<file path="config.mk">
export PLATFORM = sky130hd
export DESIGN_NAME = rand_digit_arbiter
export DESIGN_NICKNAME = d
export VERILOG_FILES = /design/src/rtl/rand_digit_arbiter.sv
export SDC_FILE = /design/constraint.sdc
export NUM_CORES = 1
export LEC_CHECK = 0
export BUFFER_PORTS_ARGS = -buffer_cell sky130_fd_sc_hd__buf_4
export CAP_MARGIN = 0
export CELL_PAD_IN_SITES_DETAIL_PLACEMENT = 1
export CELL_PAD_IN_SITES_GLOBAL_PLACEMENT = 1
export CORE_ASPECT_RATIO = 1.25
export CORE_MARGIN = 2
export CORE_UTILIZATION = 36
export CTS_CLUSTER_SIZE = 40
export DETAILED_ROUTE_END_ITERATION = 7
export GPL_ROUTABILITY_DRIVEN = 1
export GPL_TIMING_DRIVEN = 0
export PLACE_DENSITY_LB_ADDON = 0.1
export SYNTH_ARGS = -nofsm -noshare
export SYNTH_HDL_FRONTEND = slang
export SYNTH_SLANG_ARGS = --single-unit
</file>
<file path="constraint.sdc">
create_clock -name CLK -period 1.9 [get_ports CLK]
set_input_delay 0.38 -clock CLK [delete_from_list [all_inputs] [get_ports CLK]]
set_output_delay 0.38 -clock CLK [all_outputs]
set_load 0.02 [all_outputs]
</file>
<file path="src/rtl/rand_digit_arbiter.sv">
// Round-robin shared decimal digit source: 16-bit Galois LFSR with bounded rejection
// sampling to 0..9 and a deterministic fallback digit when the try budget runs out.
module rand_digit_arbiter #(
    parameter int unsigned N_REQ   = 4,
    parameter logic [15:0] SEED    = 16'hACE1,
    parameter int unsigned MAX_TRY = 8
) (
    input  logic             CLK,
    input  logic             RST,
    input  logic [N_REQ-1:0] REQ,
    input  logic             SEED_LD,
    input  logic [15:0]      SEED_IN,
    output logic [N_REQ-1:0] GNT,
    output logic             VALID,
    output logic [3:0]       DIGIT,
    output logic             BUSY,
    output logic [7:0]       REJECT_CNT
);
    localparam int unsigned PW  = (N_REQ > 1) ? $clog2(N_REQ) : 1;
    localparam int unsigned PW1 = PW + 1;
    localparam int unsigned TW  = (MAX_TRY > 1) ? $clog2(MAX_TRY) : 1;
    localparam logic [PW-1:0] PTR_RST  = PW'(N_REQ - 1);
    localparam logic [TW-1:0] TRY_LAST = TW'(MAX_TRY - 1);

    typedef enum logic [1:0] {
        StIdle,
        StDraw,
        StDone
    } state_e;

    state_e           state_q, state_d;
    logic [15:0]      lfsr_q, lfsr_d;
    logic [PW-1:0]    ptr_q, ptr_d;
    logic [PW-1:0]    winner_q, winner_d;
    logic [TW-1:0]    try_q, try_d;
    logic [N_REQ-1:0] gnt_q, gnt_d;
    logic             valid_q, valid_d;
    logic [3:0]       digit_q, digit_d;
    logic             busy_q, busy_d;
    logic [7:0]       rej_q, rej_d;

    logic [15:0]      lfsr_next;
    logic [3:0]       cand;
    logic             win_found;
    logic [PW-1:0]    win_idx;
    logic [PW:0]      pos;

    assign lfsr_next = lfsr_q[0] ? ((lfsr_q >> 1) ^ 16'hB400) : (lfsr_q >> 1);
    assign cand      = lfsr_next[3:0];

    // Round-robin search starting one past the last granted requester, with wrap.
    always_comb begin
        win_found = 1'b0;
        win_idx   = '0;
        pos       = '0;
        for (int i = 1; i <= int'(N_REQ); i++) begin
            pos = {1'b0, ptr_q} + PW1'(i);
            if (pos >= PW1'(N_REQ)) begin
                pos = pos - PW1'(N_REQ);
            end
            if (!win_found && REQ[pos[PW-1:0]]) begin
                win_found = 1'b1;
                win_idx   = pos[PW-1:0];
            end
        end
    end

    always_comb begin
        state_d  = state_q;
        lfsr_d   = lfsr_q;
        ptr_d    = ptr_q;
        winner_d = winner_q;
        try_d    = try_q;
        digit_d  = digit_q;
        rej_d    = rej_q;

        unique case (state_q)
            StIdle: begin
                if (SEED_LD) begin
                    lfsr_d = (SEED_IN == 16'h0000) ? SEED : SEED_IN;
                end
                if (win_found) begin
                    winner_d = win_idx;
                    try_d    = '0;
                    state_d  = StDraw;
                end
            end
            StDraw: begin
                lfsr_d = lfsr_next;
                if (cand <= 4'd9) begin
                    digit_d = cand;
                    state_d = StDone;
                end else begin
                    if (rej_q != 8'hFF) begin
                        rej_d = rej_q + 8'd1;
                    end
                    if (try_q == TRY_LAST) begin
                        digit_d = cand - 4'd10;
                        state_d = StDone;
                    end else begin
                        try_d = try_q + TW'(1);
                    end
                end
            end
            StDone: begin
                ptr_d   = winner_q;
                state_d = StIdle;
            end
            default: state_d = StIdle;
        endcase

        // Outputs are registered from the next state so they line up with the state itself.
        valid_d = (state_d == StDone);
        busy_d  = (state_d != StIdle);
        gnt_d   = valid_d ? (N_REQ'(1) << winner_d) : '0;
    end

    always_ff @(posedge CLK) begin
        if (RST) begin
            state_q  <= StIdle;
            lfsr_q   <= SEED;
            ptr_q    <= PTR_RST;
            winner_q <= '0;
            try_q    <= '0;
            gnt_q    <= '0;
            valid_q  <= 1'b0;
            digit_q  <= 4'd0;
            busy_q   <= 1'b0;
            rej_q    <= 8'd0;
        end else begin
            state_q  <= state_d;
            lfsr_q   <= lfsr_d;
            ptr_q    <= ptr_d;
            winner_q <= winner_d;
            try_q    <= try_d;
            gnt_q    <= gnt_d;
            valid_q  <= valid_d;
            digit_q  <= digit_d;
            busy_q   <= busy_d;
            rej_q    <= rej_d;
        end
    end

    assign GNT        = gnt_q;
    assign VALID      = valid_q;
    assign DIGIT      = digit_q;
    assign BUSY       = busy_q;
    assign REJECT_CNT = rej_q;

endmodule
</file>
==> results.md <==
* Crit-path cells: buf_4, or4_4, o41a_1, a221oi_1, nor3_1
* Hold slack at 0.3551 ns
* H-tree levels at 2
* Vias/cell at 5.565
* Startpoint Class: primary input
* Setup Crit Path Kind: in -> reg
* Synth Register Bits at 43
* Max stage delay on crit path at roughly 0.56 ns
* DP Wirelength at roughly 4100 microns
* Final net count at ~310
* Tmin final at 1.830 ns
* DIE WIDTH at ~70 microns
* I/O Pins at 41
* Remaining global-route overflow at 0
* Hold path depth at 3
* WL final at 5514 microns
* Mean cell area of the mapped netlist at roughly 8.6 sq um
* Final instance area at 2495 sq um
* Largest net degree at the start of global routing at 13
* Multi-input logic area at 1089 sq um
* Synth top area cells: dfxtp_1 (43%), a21oi_1 (6.4%), nand2b_1 (3.7%), nor2_1 (3.7%), mux2i_1 (3.0%)
* Most common cell in the netlist: dfxtp_1
* CP startpoint: SEED_IN[8]
* Worst setup endpoint: lfsr_q[8]
* TritonRoute pass-1 iters at 4
* Placed insts at 339
* Tcrit/Tclk final at 96.33%
* Sequential fraction of the synthesis area at 42.63%
* Placer Congestion at 0.7938
* Final hold vios at 0
* Leakage power at 1.007 nW
* Final Setup Violations at 0
* Clock latency on the worst-skew pair at 0.29 ns
* Final slew viol count at 0
* Mapped Area at 2019 sq um
* Worst IR Drop VDD at 0.4259 mV
* Initial core utilization at 37.36%
* Critical Path RT at roughly 2.1 ns
* Clock Power Share at 26.9%
* CP Max Fanout at 3
* Vias in the first global route at 1903
* Drt first-iter violations at 131
* Origin of the critical flop-to-flop path: state_q[0]
* FMAX at approximately 0.55 GHz
* I/O Buffers at 40
* Comb power frac at 23.5%
* Internal reg-to-reg setup slack at 0.12 ns
* Endpoint type of the worst setup path: flop
* Internal power at 1.441 mW
* Post-CTS Hold Buffers at 0
* Ys async rst share at 0%
* Flop pwr share at 49.6%
* # diodes at 0
* Hold Path Class: in -> reg
* Via Count at slightly below 2000
* Switching part of the total at 31.08%
* Yosys top cell by area: dfxtp_1
* Share of cells above drive strength 1 at ~20%
* CP Data Arrival Time at 1.98 ns
* PwrDens at 838.3 nW/um^2
* Core Region at 5405 sq um
* Clk slew on worst S/H paths at approximately 0.080 ns
* Max cap viols at 0
* Initial antenna violation count at 0
* Area Overhead vs Synth at 23.54%
* Post-DRT Antenna Nets at 0
* CTS sink count at 43
* Top FF cell, synth: dfxtp_1
* CTS tree: yes
* Crit-path slowest cell: or4_4
* First-pass GRT wire length at 9149 microns
* Slew HR at 52.94%
* Overall fraction of global-route tracks in use at 18.72%
* DIE AREA at 6228 sq um
* # fillers at 677
* Number of synthesized flops with an enable pin at 0
* Design Power at 2.092 mW
* Worst slew pin tran at 0.6949 ns
* Post-DR wirelength/cell at 15.89 microns
* Die Span Y at 87.74 microns
* Unrepaired setup endpoints after global routing: yes
* Outcome: finished, final reports clean
* Sequential standard cell area at 860.8 sq um
* Area post-placement at between 2000 and 2500 sq um
* Yosys warning total at 0
* Worst r2r dst: REJECT_CNT[6]
* Post-CTS setup buffer count at 0
* Filler-free cell count of the finished design at 347
* Worst R2R Path Depth at 4
* Psw at 650.1 uW
* Synth unique cells at 44
* CTS Root Cell: clkbuf_8
* Num CTS Buffers at 5
* Max Root-Sink Buffers at 2
* Top cells by count, synth: dfxtp_1 (43), a21oi_1 (26), nor2_1 (20), nand2_1 (15)
* Mapped Nets at 262
* DRC viols at 0
* Syn Inst Count at 235
* Placement Rows at 30
* Layout Skew at around 0.0068 ns
* Synth top area share at 42.63%
worst max-delay path, delay by kind of cell:
family	cells	cell delay, ns
AO/OA/AOI/OAI	2	0.84
AND/OR/NAND/NOR	2	0.66
buffers and inverters	1	0.11
flip-flops by register name, summed over array words and instances (netlist names):
| signal | count |
|---|---|
| lfsr_q | 16 |
| state_q | 2 |
| VALID | 1 |
| GNT | 4 |
| winner_q | 2 |
| ptr_q | 2 |
| BUSY | 1 |
| DIGIT | 4 |
| REJECT_CNT | 8 |
| try_q | 3 |
power by group through the flow:
stage | sequential, mW | combinational (mW) | clock [mW]
final | 1.04 | 0.491 | 0.563
after global routing | 1.05 | 0.547 | 0.612
after CTS | 1.04 | 0.493 | 0.580
after detailed placement | 1.06 | 0.485 | 0
after global placement | 1.05 | 0.480 | 0
after floorplan | 1.06 | 0.300 | 0
cells in the final DEF (no fill, tap or decap), types with 2 or more instances in the layout:
cell type | synthesis | final
clkbuf_8 | 0 | 5
dfxtp_1 | 43 | 43
xor2_1 | 3 | 3
clkbuf_1 | 12 | 13
a221oi_1 | 4 | 4
nor3_1 | 5 | 5
nand2b_1 | 12 | 12
and4_1 | 2 | 2
or4_1 | 3 | 3
mux2i_1 | 6 | 6
nor4_1 | 2 | 2
a311oi_1 | 5 | 5
nand2_1 | 15 | 15
a21oi_1 | 26 | 26
or3_1 | 3 | 3
nand3_1 | 7 | 7
nor2_1 | 20 | 20
o31ai_1 | 4 | 4
nand4_1 | 2 | 2
and3_1 | 2 | 2
ha_1 | 4 | 4
o21ai_0 | 3 | 3
o21ai_1 | 8 | 8
buf_4 | 0 | 40
a211oi_1 | 3 | 3
o22ai_1 | 8 | 8
inv_1 | 9 | 9
or4_4 | 3 | 3
or2_2 | 4 | 4
metal layers:
layer	vias up	global-route usage, %	part of all wire [%]
li1	961	-	-
met3	6	3.452	3.3
met5	-	0	0
met4	0	5.660	1.3
met2	38	33.47	50
met1	926	22.88	45
metrics by stage:
stage,worst slack (ns),setup TNS [ns],utilization [%]
after detailed placement,-0.1871,-2.273,44.40
after global placement,-0.1570,-1.685,44.40
after CTS,0.01485,0,46.13
final,0.06969,0,46.16
after global routing,-0.05002,-0.1840,46.16
after floorplan,0.08819,0,-
cells by family after synthesis:
kind of cell	share of synthesized area [%]
multiplexers	2.974
XOR/XNOR	1.735
adder cells (fa/ha/maj)	2.478
buffers and inverters	4.089
AO/OA/AOI/OAI	24.23
AND/OR/NAND/NOR	21.87
flip-flops	42.63
layout make-up:
class                   instances  area share (%)
clock inverters                 1          0.2006
plain buffers                  13           2.006
repair buffers                 40           12.04
flip-flops and latches         43           34.50
inverters                       9           1.354
clock buffers                   7           3.059
multi-input cells             170           43.63
well taps                      64           3.210
what timing repair did:
item | in CTS | in global routing
endpoints found under the hold margin | 0 | 0
resized for setup | 2 | 3
setup endpoints to repair | 10 | 8
how the worst min path moves through the flow:
stage | slack (ns) | startpoint | endpoint
after floorplan | 0.43 | lfsr_q[12] | lfsr_q[12]
after global placement | 0.46 | lfsr_q[10] | lfsr_q[10]
after detailed placement | 0.46 | lfsr_q[12] | lfsr_q[12]
after CTS | 0.35 | SEED_IN[6] | lfsr_q[6]
after global routing | 0.37 | SEED_IN[11] | lfsr_q[11]
final | 0.36 | SEED_IN[6] | lfsr_q[6]
No activity file was read; power rests on OpenSTA's default activity.
